$ cat src/rtl/iobus_sched_if.sv
// Bundles the fast-side CPU handshake and the slow I/O bus pins of iobus_sched.
// The slave modport is the scheduler's view; master is the CPU/slow-device side.
interface iobus_sched_if #(
    parameter int AW = 23,
    parameter int DW = 16
);
    logic          BACT;
    logic          IOCS;
    logic          IOPWCS;
    logic          RnW;
    logic [AW-1:0] A;
    logic [DW-1:0] DI;
    logic [1:0]    DS;
    logic          IOPWReady;
    logic          IONPReady;
    logic [DW-1:0] DO;
    logic          C8Mr;
    logic          IOREQ;
    logic [AW-1:0] IOA;
    logic [DW-1:0] IOD;
    logic          IORnW;
    logic [1:0]    IODS;
    logic          IOACK;
    logic [DW-1:0] IODI;
    logic          IOERR;

    modport master (
        output BACT, IOCS, IOPWCS, RnW, A, DI, DS, C8Mr, IOACK, IODI,
        input  IOPWReady, IONPReady, DO, IOREQ, IOA, IOD, IORnW, IODS, IOERR
    );

    modport slave (
        input  BACT, IOCS, IOPWCS, RnW, A, DI, DS, C8Mr, IOACK, IODI,
        output IOPWReady, IONPReady, DO, IOREQ, IOA, IOD, IORnW, IODS, IOERR
    );
endinterface

$ cat src/rtl/iobus_sched.sv
// Slow I/O bus scheduler: posts writes into a small FIFO, drains them in order,
// then runs non-posted accesses, with a strobe-counted watchdog on every slow cycle.
module iobus_sched #(
    parameter int DEPTH = 2,
    parameter int AW    = 23,
    parameter int DW    = 16,
    parameter int TMO   = 255
) (
    input  logic         FCLK,
    input  logic         nRES,
    iobus_sched_if.slave bus
);
    localparam int PW = $clog2(DEPTH);
    localparam int CW = PW + 1;

    localparam logic [1:0] S_IDLE = 2'd0;
    localparam logic [1:0] S_WAIT = 2'd1;
    localparam logic [1:0] S_END  = 2'd2;

    logic [AW-1:0] r_fifoA [DEPTH];
    logic [DW-1:0] r_fifoD [DEPTH];
    logic [1:0]    r_fifoS [DEPTH];
    logic [PW-1:0] r_wrPtr;
    logic [PW-1:0] r_rdPtr;
    logic [CW-1:0] r_count;

    logic [1:0]    r_state;
    logic          r_srcFifo;
    logic [7:0]    r_wdog;
    logic          r_ioReq;
    logic [AW-1:0] r_ioA;
    logic [DW-1:0] r_ioD;
    logic          r_ioRnW;
    logic [1:0]    r_ioDS;
    logic          r_ioErr;

    logic          r_taken;
    logic          r_pwReady;
    logic          r_npReady;
    logic [DW-1:0] r_do;

    logic w_empty;
    logic w_full;
    logic w_waitStrobe;
    logic w_tmoHit;
    logic w_cycEnd;
    logic w_pop;
    logic w_npDone;
    logic w_pwReq;
    logic w_push;
    logic w_npPend;

    assign w_empty      = (r_count == '0);
    assign w_full       = (r_count == CW'(DEPTH));
    assign w_waitStrobe = (r_state == S_WAIT) && bus.C8Mr;
    assign w_tmoHit     = w_waitStrobe && !bus.IOACK && (r_wdog == 8'(TMO - 1));
    assign w_cycEnd     = (w_waitStrobe && bus.IOACK) || w_tmoHit;
    assign w_pop        = w_cycEnd && r_srcFifo;
    assign w_npDone     = w_cycEnd && !r_srcFifo;

    // A full FIFO may still accept a push on the edge that frees the head entry.
    assign w_pwReq  = bus.BACT && bus.IOCS && bus.IOPWCS && !bus.RnW && !r_taken;
    assign w_push   = w_pwReq && (!w_full || w_pop);
    assign w_npPend = bus.BACT && bus.IOCS && !(bus.IOPWCS && !bus.RnW) && !r_taken
                      && w_empty && (r_state == S_IDLE);

    always_ff @(posedge FCLK) begin
        if (w_push) begin
            r_fifoA[r_wrPtr] <= bus.A;
            r_fifoD[r_wrPtr] <= bus.DI;
            r_fifoS[r_wrPtr] <= bus.DS;
        end
    end

    always_ff @(posedge FCLK or negedge nRES) begin
        if (!nRES) begin
            r_wrPtr <= '0;
            r_rdPtr <= '0;
            r_count <= '0;
        end else begin
            if (w_push) r_wrPtr <= r_wrPtr + 1'b1;
            if (w_pop)  r_rdPtr <= r_rdPtr + 1'b1;
            if (w_push && !w_pop)      r_count <= r_count + 1'b1;
            else if (w_pop && !w_push) r_count <= r_count - 1'b1;
        end
    end

    // Readies and the taken flag live for the rest of the fast cycle.
    always_ff @(posedge FCLK or negedge nRES) begin
        if (!nRES) begin
            r_taken   <= 1'b0;
            r_pwReady <= 1'b0;
            r_npReady <= 1'b0;
            r_do      <= '0;
        end else begin
            if (!bus.BACT) begin
                r_taken   <= 1'b0;
                r_pwReady <= 1'b0;
                r_npReady <= 1'b0;
            end else begin
                if (w_push || w_npDone) r_taken <= 1'b1;
                if (w_push)             r_pwReady <= 1'b1;
                if (w_npDone)           r_npReady <= 1'b1;
            end
            if (w_npDone && r_ioRnW) r_do <= w_tmoHit ? '1 : bus.IODI;
        end
    end

    always_ff @(posedge FCLK or negedge nRES) begin
        if (!nRES) begin
            r_state   <= S_IDLE;
            r_srcFifo <= 1'b0;
            r_wdog    <= '0;
            r_ioReq   <= 1'b0;
            r_ioA     <= '0;
            r_ioD     <= '0;
            r_ioRnW   <= 1'b1;
            r_ioDS    <= '0;
            r_ioErr   <= 1'b0;
        end else begin
            r_ioErr <= 1'b0;
            if (bus.C8Mr) begin
                case (r_state)
                    S_IDLE: begin
                        if (!w_empty) begin
                            r_ioA     <= r_fifoA[r_rdPtr];
                            r_ioD     <= r_fifoD[r_rdPtr];
                            r_ioDS    <= r_fifoS[r_rdPtr];
                            r_ioRnW   <= 1'b0;
                            r_srcFifo <= 1'b1;
                            r_ioReq   <= 1'b1;
                            r_wdog    <= '0;
                            r_state   <= S_WAIT;
                        end else if (w_npPend) begin
                            r_ioA     <= bus.A;
                            r_ioD     <= bus.DI;
                            r_ioDS    <= bus.DS;
                            r_ioRnW   <= bus.RnW;
                            r_srcFifo <= 1'b0;
                            r_ioReq   <= 1'b1;
                            r_wdog    <= '0;
                            r_state   <= S_WAIT;
                        end
                    end
                    S_WAIT: begin
                        if (bus.IOACK) begin
                            r_ioReq <= 1'b0;
                            r_state <= S_END;
                        end else begin
                            r_wdog <= r_wdog + 8'd1;
                            if (w_tmoHit) begin
                                r_ioErr <= 1'b1;
                                r_ioReq <= 1'b0;
                                r_state <= S_END;
                            end
                        end
                    end
                    S_END:   r_state <= S_IDLE;
                    default: r_state <= S_IDLE;
                endcase
            end
        end
    end

    assign bus.IOPWReady = r_pwReady;
    assign bus.IONPReady = r_npReady;
    assign bus.DO        = r_do;
    assign bus.IOREQ     = r_ioReq;
    assign bus.IOA       = r_ioA;
    assign bus.IOD       = r_ioD;
    assign bus.IORnW     = r_ioRnW;
    assign bus.IODS      = r_ioDS;
    assign bus.IOERR     = r_ioErr;
endmodule

$ cat src/flat_wrapper.sv
// flat-port wrapper written by rule: the top's interface ports become plain ports
module iobus_sched_flat 
#(
    parameter int DEPTH = 2,
    parameter int AW    = 23,
    parameter int DW    = 16,
    parameter int TMO   = 255
)
  (FCLK, nRES, bus_BACT, bus_IOCS, bus_IOPWCS, bus_RnW, bus_A, bus_DI, bus_DS, bus_C8Mr, bus_IOACK, bus_IODI, bus_IOPWReady, bus_IONPReady, bus_DO, bus_IOREQ, bus_IOA, bus_IOD, bus_IORnW, bus_IODS, bus_IOERR);
  iobus_sched_if #(.AW(AW), .DW(DW)) bus_i ();
  input  logic FCLK;
  input  logic nRES;
  input wire logic [$bits(bus_i.BACT)-1:0] bus_BACT;
  input wire logic [$bits(bus_i.IOCS)-1:0] bus_IOCS;
  input wire logic [$bits(bus_i.IOPWCS)-1:0] bus_IOPWCS;
  input wire logic [$bits(bus_i.RnW)-1:0] bus_RnW;
  input wire logic [$bits(bus_i.A)-1:0] bus_A;
  input wire logic [$bits(bus_i.DI)-1:0] bus_DI;
  input wire logic [$bits(bus_i.DS)-1:0] bus_DS;
  input wire logic [$bits(bus_i.C8Mr)-1:0] bus_C8Mr;
  input wire logic [$bits(bus_i.IOACK)-1:0] bus_IOACK;
  input wire logic [$bits(bus_i.IODI)-1:0] bus_IODI;
  output wire logic [$bits(bus_i.IOPWReady)-1:0] bus_IOPWReady;
  output wire logic [$bits(bus_i.IONPReady)-1:0] bus_IONPReady;
  output wire logic [$bits(bus_i.DO)-1:0] bus_DO;
  output wire logic [$bits(bus_i.IOREQ)-1:0] bus_IOREQ;
  output wire logic [$bits(bus_i.IOA)-1:0] bus_IOA;
  output wire logic [$bits(bus_i.IOD)-1:0] bus_IOD;
  output wire logic [$bits(bus_i.IORnW)-1:0] bus_IORnW;
  output wire logic [$bits(bus_i.IODS)-1:0] bus_IODS;
  output wire logic [$bits(bus_i.IOERR)-1:0] bus_IOERR;
  assign bus_i.BACT = bus_BACT;
  assign bus_i.IOCS = bus_IOCS;
  assign bus_i.IOPWCS = bus_IOPWCS;
  assign bus_i.RnW = bus_RnW;
  assign bus_i.A = bus_A;
  assign bus_i.DI = bus_DI;
  assign bus_i.DS = bus_DS;
  assign bus_i.C8Mr = bus_C8Mr;
  assign bus_i.IOACK = bus_IOACK;
  assign bus_i.IODI = bus_IODI;
  assign bus_IOPWReady = bus_i.IOPWReady;
  assign bus_IONPReady = bus_i.IONPReady;
  assign bus_DO = bus_i.DO;
  assign bus_IOREQ = bus_i.IOREQ;
  assign bus_IOA = bus_i.IOA;
  assign bus_IOD = bus_i.IOD;
  assign bus_IORnW = bus_i.IORnW;
  assign bus_IODS = bus_i.IODS;
  assign bus_IOERR = bus_i.IOERR;
  iobus_sched #(.DEPTH(DEPTH), .AW(AW), .DW(DW), .TMO(TMO)) u_core (.FCLK(FCLK), .nRES(nRES), .bus(bus_i));
endmodule
$ cat config.mk
export PLATFORM = sky130hd
export DESIGN_NAME = iobus_sched_flat
export DESIGN_NICKNAME = d
export VERILOG_FILES = /design/src/rtl/iobus_sched_if.sv /design/src/rtl/iobus_sched.sv /design/src/flat_wrapper.sv
export SDC_FILE = /design/constraint.sdc
export NUM_CORES = 1
export LEC_CHECK = 0
export BUFFER_PORTS_ARGS = -buffer_cell sky130_fd_sc_hd__buf_2
export CAP_MARGIN = 10
export CORE_MARGIN = 5
export CORE_UTILIZATION = 38
export CTS_CLUSTER_SIZE = 10
export DETAILED_ROUTE_END_ITERATION = 7
export GPL_ROUTABILITY_DRIVEN = 0
export PLACE_DENSITY = 0.55
export REMOVE_ABC_BUFFERS = 1
export SETUP_SLACK_MARGIN = 0.3
export SYNTH_ARGS = -nofsm -noshare
export SYNTH_HDL_FRONTEND = slang
export SYNTH_SLANG_ARGS = --single-unit
$ cat constraint.sdc
create_clock -name FCLK -period 4.6 [get_ports FCLK]
set_clock_uncertainty 0.2 [all_clocks]
set_input_delay 0.23 -clock FCLK [delete_from_list [all_inputs] [get_ports FCLK]]
set_output_delay 0.23 -clock FCLK [all_outputs]
set_load 0.1 [all_outputs]
# Word-level counts from Yosys, hierarchy flattened
# Memories as Yosys holds them, arrays and structs flattened.
# Index checks and enable logic that the tools add are counted.
# totals
out_inout_bits	62
mem_count	3
mem_bits_rw	82
elab_cells	111
ff_bits	78
# classes
mux	39
n_reduce_logical	38
add_sub_neg	5
n_eq_ne	10
# memory_table
name	depth	width	read_ports	rd_ports_with_merged_regs	wr	line_no	rtl
u_core.r_fifoA	2	23	1	0	1	iobus_sched.sv:20	logic [AW-1:0] r_fifoA [DEPTH];
u_core.r_fifoD	2	16	1	0	1	iobus_sched.sv:21	logic [DW-1:0] r_fifoD [DEPTH];
u_core.r_fifoS	2	2	1	0	1	iobus_sched.sv:22	logic [1:0] r_fifoS [DEPTH];
# ops
cell	count
16-bit 2-to-1 mux	3
23-bit 2-to-1 mux	2
8-bit 2-to-1 mux	3
1-bit 2-to-1 mux	20
1-bit logical AND	19
2-bit 2-to-1 mux	8
8-bit case mux with 2 select lines	1
8-bit by 1-bit adder with 8-bit output, second input constant	1
8-bit == test, second input constant	1
1-bit zero test	8
4-bit AND reduction	2
2-bit by 1-bit != test with 1-bit output, second input constant	3
3-bit AND reduction	2
2-bit zero test	2
2-bit != test, second input constant	2
2-bit case mux with 2 select lines	1
2-bit nonzero test	2
1-bit logical OR	3
3-bit by 2-bit != test with 1-bit output, second input constant	1
3-bit != test, second input constant	1
1-bit adder, second input constant	2
2-bit by 1-bit adder with 2-bit output, second input constant	1
2-bit by 1-bit == test with 1-bit output, second input constant	1
2-bit == test, second input constant	1
2 further kinds	2

# Depth between registers and ports, before layout
# logic_depth
depth_word	12
mapped_depth	10
mapped_depth_nobuf	9

# Worst setup path after synthesis
# Ideal clock, no wire load.
# synth_timing
path_type	register to register
start	reg u_core.r_wdog[0]
end	mem u_core.r_fifoA[0][0], enable pin
period_less_slack_ns	3.729
stages_incl_launch_ff	7
n_path_buf	0
arrival_ns	3.084
path_slack_ns	0.871
cell_sequence	dfrtp_1 -> inv_1 -> ha_1 -> and4b_4 -> nand4_1 -> a21oi_2 -> nor2b_1
# synth_between
elab_chain_len	8
# synth_lines
item	line_no	rtl
from (decl)	iobus_sched.sv:29	logic [7:0] r_wdog;
from (signal assigned)	iobus_sched.sv:150	r_wdog <= r_wdog + 8'd1;
8-bit == test	iobus_sched.sv:56	assign w_tmoHit = w_waitStrobe && !bus.IOACK && (r_wdog == 8'(TMO - 1));
1-bit logical AND	iobus_sched.sv:56	
1-bit logical OR	iobus_sched.sv:57	assign w_cycEnd = (w_waitStrobe && bus.IOACK) || w_tmoHit;
1-bit logical AND	iobus_sched.sv:58	assign w_pop = w_cycEnd && r_srcFifo;
1-bit logical OR	iobus_sched.sv:63	assign w_push = w_pwReq && (!w_full || w_pop);
1-bit logical AND	iobus_sched.sv:63	
net u_core.w_push	iobus_sched.sv:50	logic w_push;
1-bit 2-to-1 mux	iobus_sched.sv:68	if (w_push) begin
1-bit 2-to-1 mux (not written as such)	iobus_sched.sv:69	r_fifoA[r_wrPtr] <= bus.A;
to (decl)	iobus_sched.sv:20	
# The timed path passes the listed nets, and every way through them passes these cells.

# Worst setup path after layout
# layout_timing
start	reg u_core.r_wdog[0]
end	mem u_core.r_fifoA[1][15], enable pin
# Same word-level chain as after synthesis.

==> impl_metrics.yaml <==
power:
  netSwitchingFraction_pct: 48.7
  p_seq_share_pct: 31.9
  powerDensity_mw_per_mm2: 726
  p_int_mw: 3.24
  p_leak_nw: 3.72
  ir_drop_v: 0.000496
  comb_power_share_pct: 46.4
  p_switching_mw: 3.07
  pwr-share-clk_pct: 21.7
place:
  port_buffers: 126
  place_ws_ns: 1.56
  placed_area_mm2: 0.00744
  hpwl_mm: 9.02
  dp_cells: 859
drt:
  vias: 4508
  drc: 0
  drt-total-wl_mm: 14.2
  final_antenna_net_count: 0
  drt_iter0_markers: 211
  vias_per_cell: 4.72
  avgRoutedWirePerCell_um: 14.9
  dr.pass1.iters: 4
sta:
  finalHoldViolCount: 0
  tightest_slew_ns: 1.03
  setup_ws_ns: 1.77
  setup_tns_ns: 0
  finalSetupViolations: 0
  fin_crit_ns: 2.83
  max_freq_mhz: 353
  slew_headroom_pct: 31.1
  maxSlewViolCount: 0
  fin_crit_sh_pct: 61.6
  rsz0062_at_grt: "no"
critical_path:
  crit_arrival_ns: 2.67
  critPathKind: "register to register"
  cpPeakStageDelay_ns: 0.87
  crit_buf_inv: 1
  worst_ep_required_time_ns: 4.43
  path_delay_family: "simple AND/OR/NAND/NOR gates"
  cp_max_fo: 41
  worstSetupEndpointType: "register"
  critical_path.slowest_cell: "and2_2"
  cp-start-kind: "register"
  crit_chain: "inv_1 > ha_1 > and4b_4 > nand4_1 > a21oi_2 > and2_2"
yosys:
  synth_top_area_share_pct: 36.9
  yosys.area.top_type: "edfxtp_1"
  synth_edf_count: 82
  ys.flop_type: "edfxtp_1"
  yosysMostFrequentCell: "edfxtp_1"
  syn_inst: 533
  synth_area_leaders: "edfxtp_1 (37%), dfrtp_1 (29%), mux2i_1 (9.0%)"
  synthTopCellsByCount: "edfxtp_1 (82), dfrtp_1 (77), mux2i_1 (60), nor2_1 (60), nand2_1 (52)"
  synth-seq-cells: 160
  syn_area_mm2: 0.00667
  avgSynthCellArea_um2: 12.5
  postSynth.asyncResetShare_pct: 48.8
  yosys_warnings: 0
  ys_seq_area_share_pct: 66.2
  synthDistinctLibCells: 53
cts:
  cts_tree: "built"
  clockRootBuffer: "clkbuf_16"
  h-tree-depth: 4
  cts_max_path_buffers: 2
  clkLatencyLatePin_ns: 0.42
  cts.repair.resized: 0
  post_cts_buffers: 0
  cts.sinks: 160
  path_clk_slew_ns: 0.06
  cts_buffers: 17
worst_hold_path:
  holdCritPathClass: "input pin to register"
grt:
  grt_pass1_vias: 4793
  grt-ovfl-total: 0
  antenna_found_initial: 0
  grt_max_degree: 79
  grt.total_usage_pct: 14.7
  grt_pass1_wl_mm: 23.6
final_layout:
  drive_gt1_share_pct: 24.1
  fin_cells: 956
  n_fill_cell: 1537
  finalInstanceArea_mm2: 0.00868
  antenna_cells: 0
  finalNetCount: 786
  area_delta_synth_final_pct: 30.2
job:
  cap_violations: 0
die:
  die_w_um: 142
  rows: 48
  io_pins: 127
  die_y_um: 142
  coreArea_mm2: 0.0172
  start_util_pct: 38.7
  die-area_mm2: 0.0203
outcome:
  status: "finished, final reports clean"
==> cell usage in the layout, fill, tap and decap left out, types with 4 or more instances in the layout <==
cell / n
buf_2: 125
edfxtp_1: 82
dfrtp_1: 76
dlygate4sd3_1: 63
mux2i_1: 60
nor2_1: 59
nand2_1: 52
o21ai_0: 49
a21oi_1: 44
inv_1: 20
clkbuf_16: 17
nand2b_1: 8
buf_4: 5
clkbuf_8: 4
clkbuf_1: 4
==> metrics by stage <==
step | hold WS, ns | power, mW | util [%]
after floorplan | -0.266 | 4.40 | -
after global placement | 0.237 | 4.91 | 43.1
after detailed placement | 0.237 | 4.94 | 43.1
after CTS | 0.177 | 6.37 | 50.2
after global routing | 0.269 | 6.65 | 50.3
final | 0.199 | 6.30 | 50.3
==> worst paths after layout <==
path / from / end / slack (ns) / cells past startpoint
max: u_core.r_wdog[0] / u_core.r_fifoA[1][15] / 1.77 / 6
min: bus_IOCS / u_core.r_srcFifo / 0.20 / 5
max reg2reg: u_core.r_wdog[0] / u_core.r_fifoA[1][15] / 1.77 / 6
min reg2reg: u_core.bus.IOD[5] / u_core.bus.IOD[5] / 0.27 / 2
max in group asynchronous: nRES / u_core.r_rdPtr / 3.10 / 2
min in group asynchronous: nRES / u_core.bus.IOD[5] / 0.31 / 2
==> routing by layer <==
| metal | up-vias | wire [um] | global-route usage (%) |
|---|---|---|---|
| met5 | - | 0 | 0 |
| met2 | 115 | 6600 | 24.4 |
| li1 | 2248 | - | - |
| met3 | 13 | 957 | 5.04 |
| met1 | 2132 | 6560 | 18.6 |
| met4 | 0 | 104 | 3.55 |
==> power by group through the flow <==
stage / Sequential, mW / Combinational [mW] / Clock, mW
2_1_floorplan: 3.64 / 0.758 / 0
3_5_place_dp: 2.04 / 2.90 / 0
3_3_place_gp: 2.02 / 2.88 / 0
5_1_grt: 2.06 / 3.12 / 1.47
4_1_cts: 2.01 / 2.95 / 1.41
6_report: 2.01 / 2.92 / 1.37
==> logic make-up (layout without fill, tap and decap cells) <==
logic type / Yosys count / in the layout / share of synthesized area [%]
flops: 160 / 160 / 66.2
simple gates: 146 / 146 / 10.1
compound gates: 110 / 110 / 9.31
mux: 60 / 60 / 9.01
buf+inv: 49 / 247 / 4.15
xor+xnor: 5 / 5 / 0.657
fa+ha+maj: 3 / 3 / 0.563
==> sequential cells by signal, indices dropped and copies added, names as in the netlist, 2 cells and up <==
register / cells
u_core.bus.DO: 16
u_core.bus.IOA: 23
u_core.bus.IOD: 16
u_core.bus.IODS: 2
u_core.r_count: 2
u_core.r_fifoA: 46
u_core.r_fifoD: 32
u_core.r_fifoS: 4
u_core.r_state: 2
u_core.r_wdog: 8
==> worst min-delay path: cells and delay by family <==
family / cells / cell delay (ns)
AND/OR/NAND/NOR: 2 / 0.31
buffers and inverters: 1 / 0.11
AO/OA/AOI/OAI: 2 / 0.13
==> area by class of cell <==
class	instances	area (um^2)	area share [%]
multi-input combinational	324	2000	23.1
clock inverter	7	82.6	0.952
clock buffer	25	495	5.71
sequential	160	4420	50.9
tap	225	282	3.24
inverter	20	75.1	0.865
timing repair buffer	195	1330	15.3
==> what timing repair did <==
action | CTS | global route
endpoints found under the hold margin | 223 | 0
endpoints found under the setup margin | 0 | 0
hold buffers | 63 | 0
Note: power is estimated with default switching activity, not from simulation.
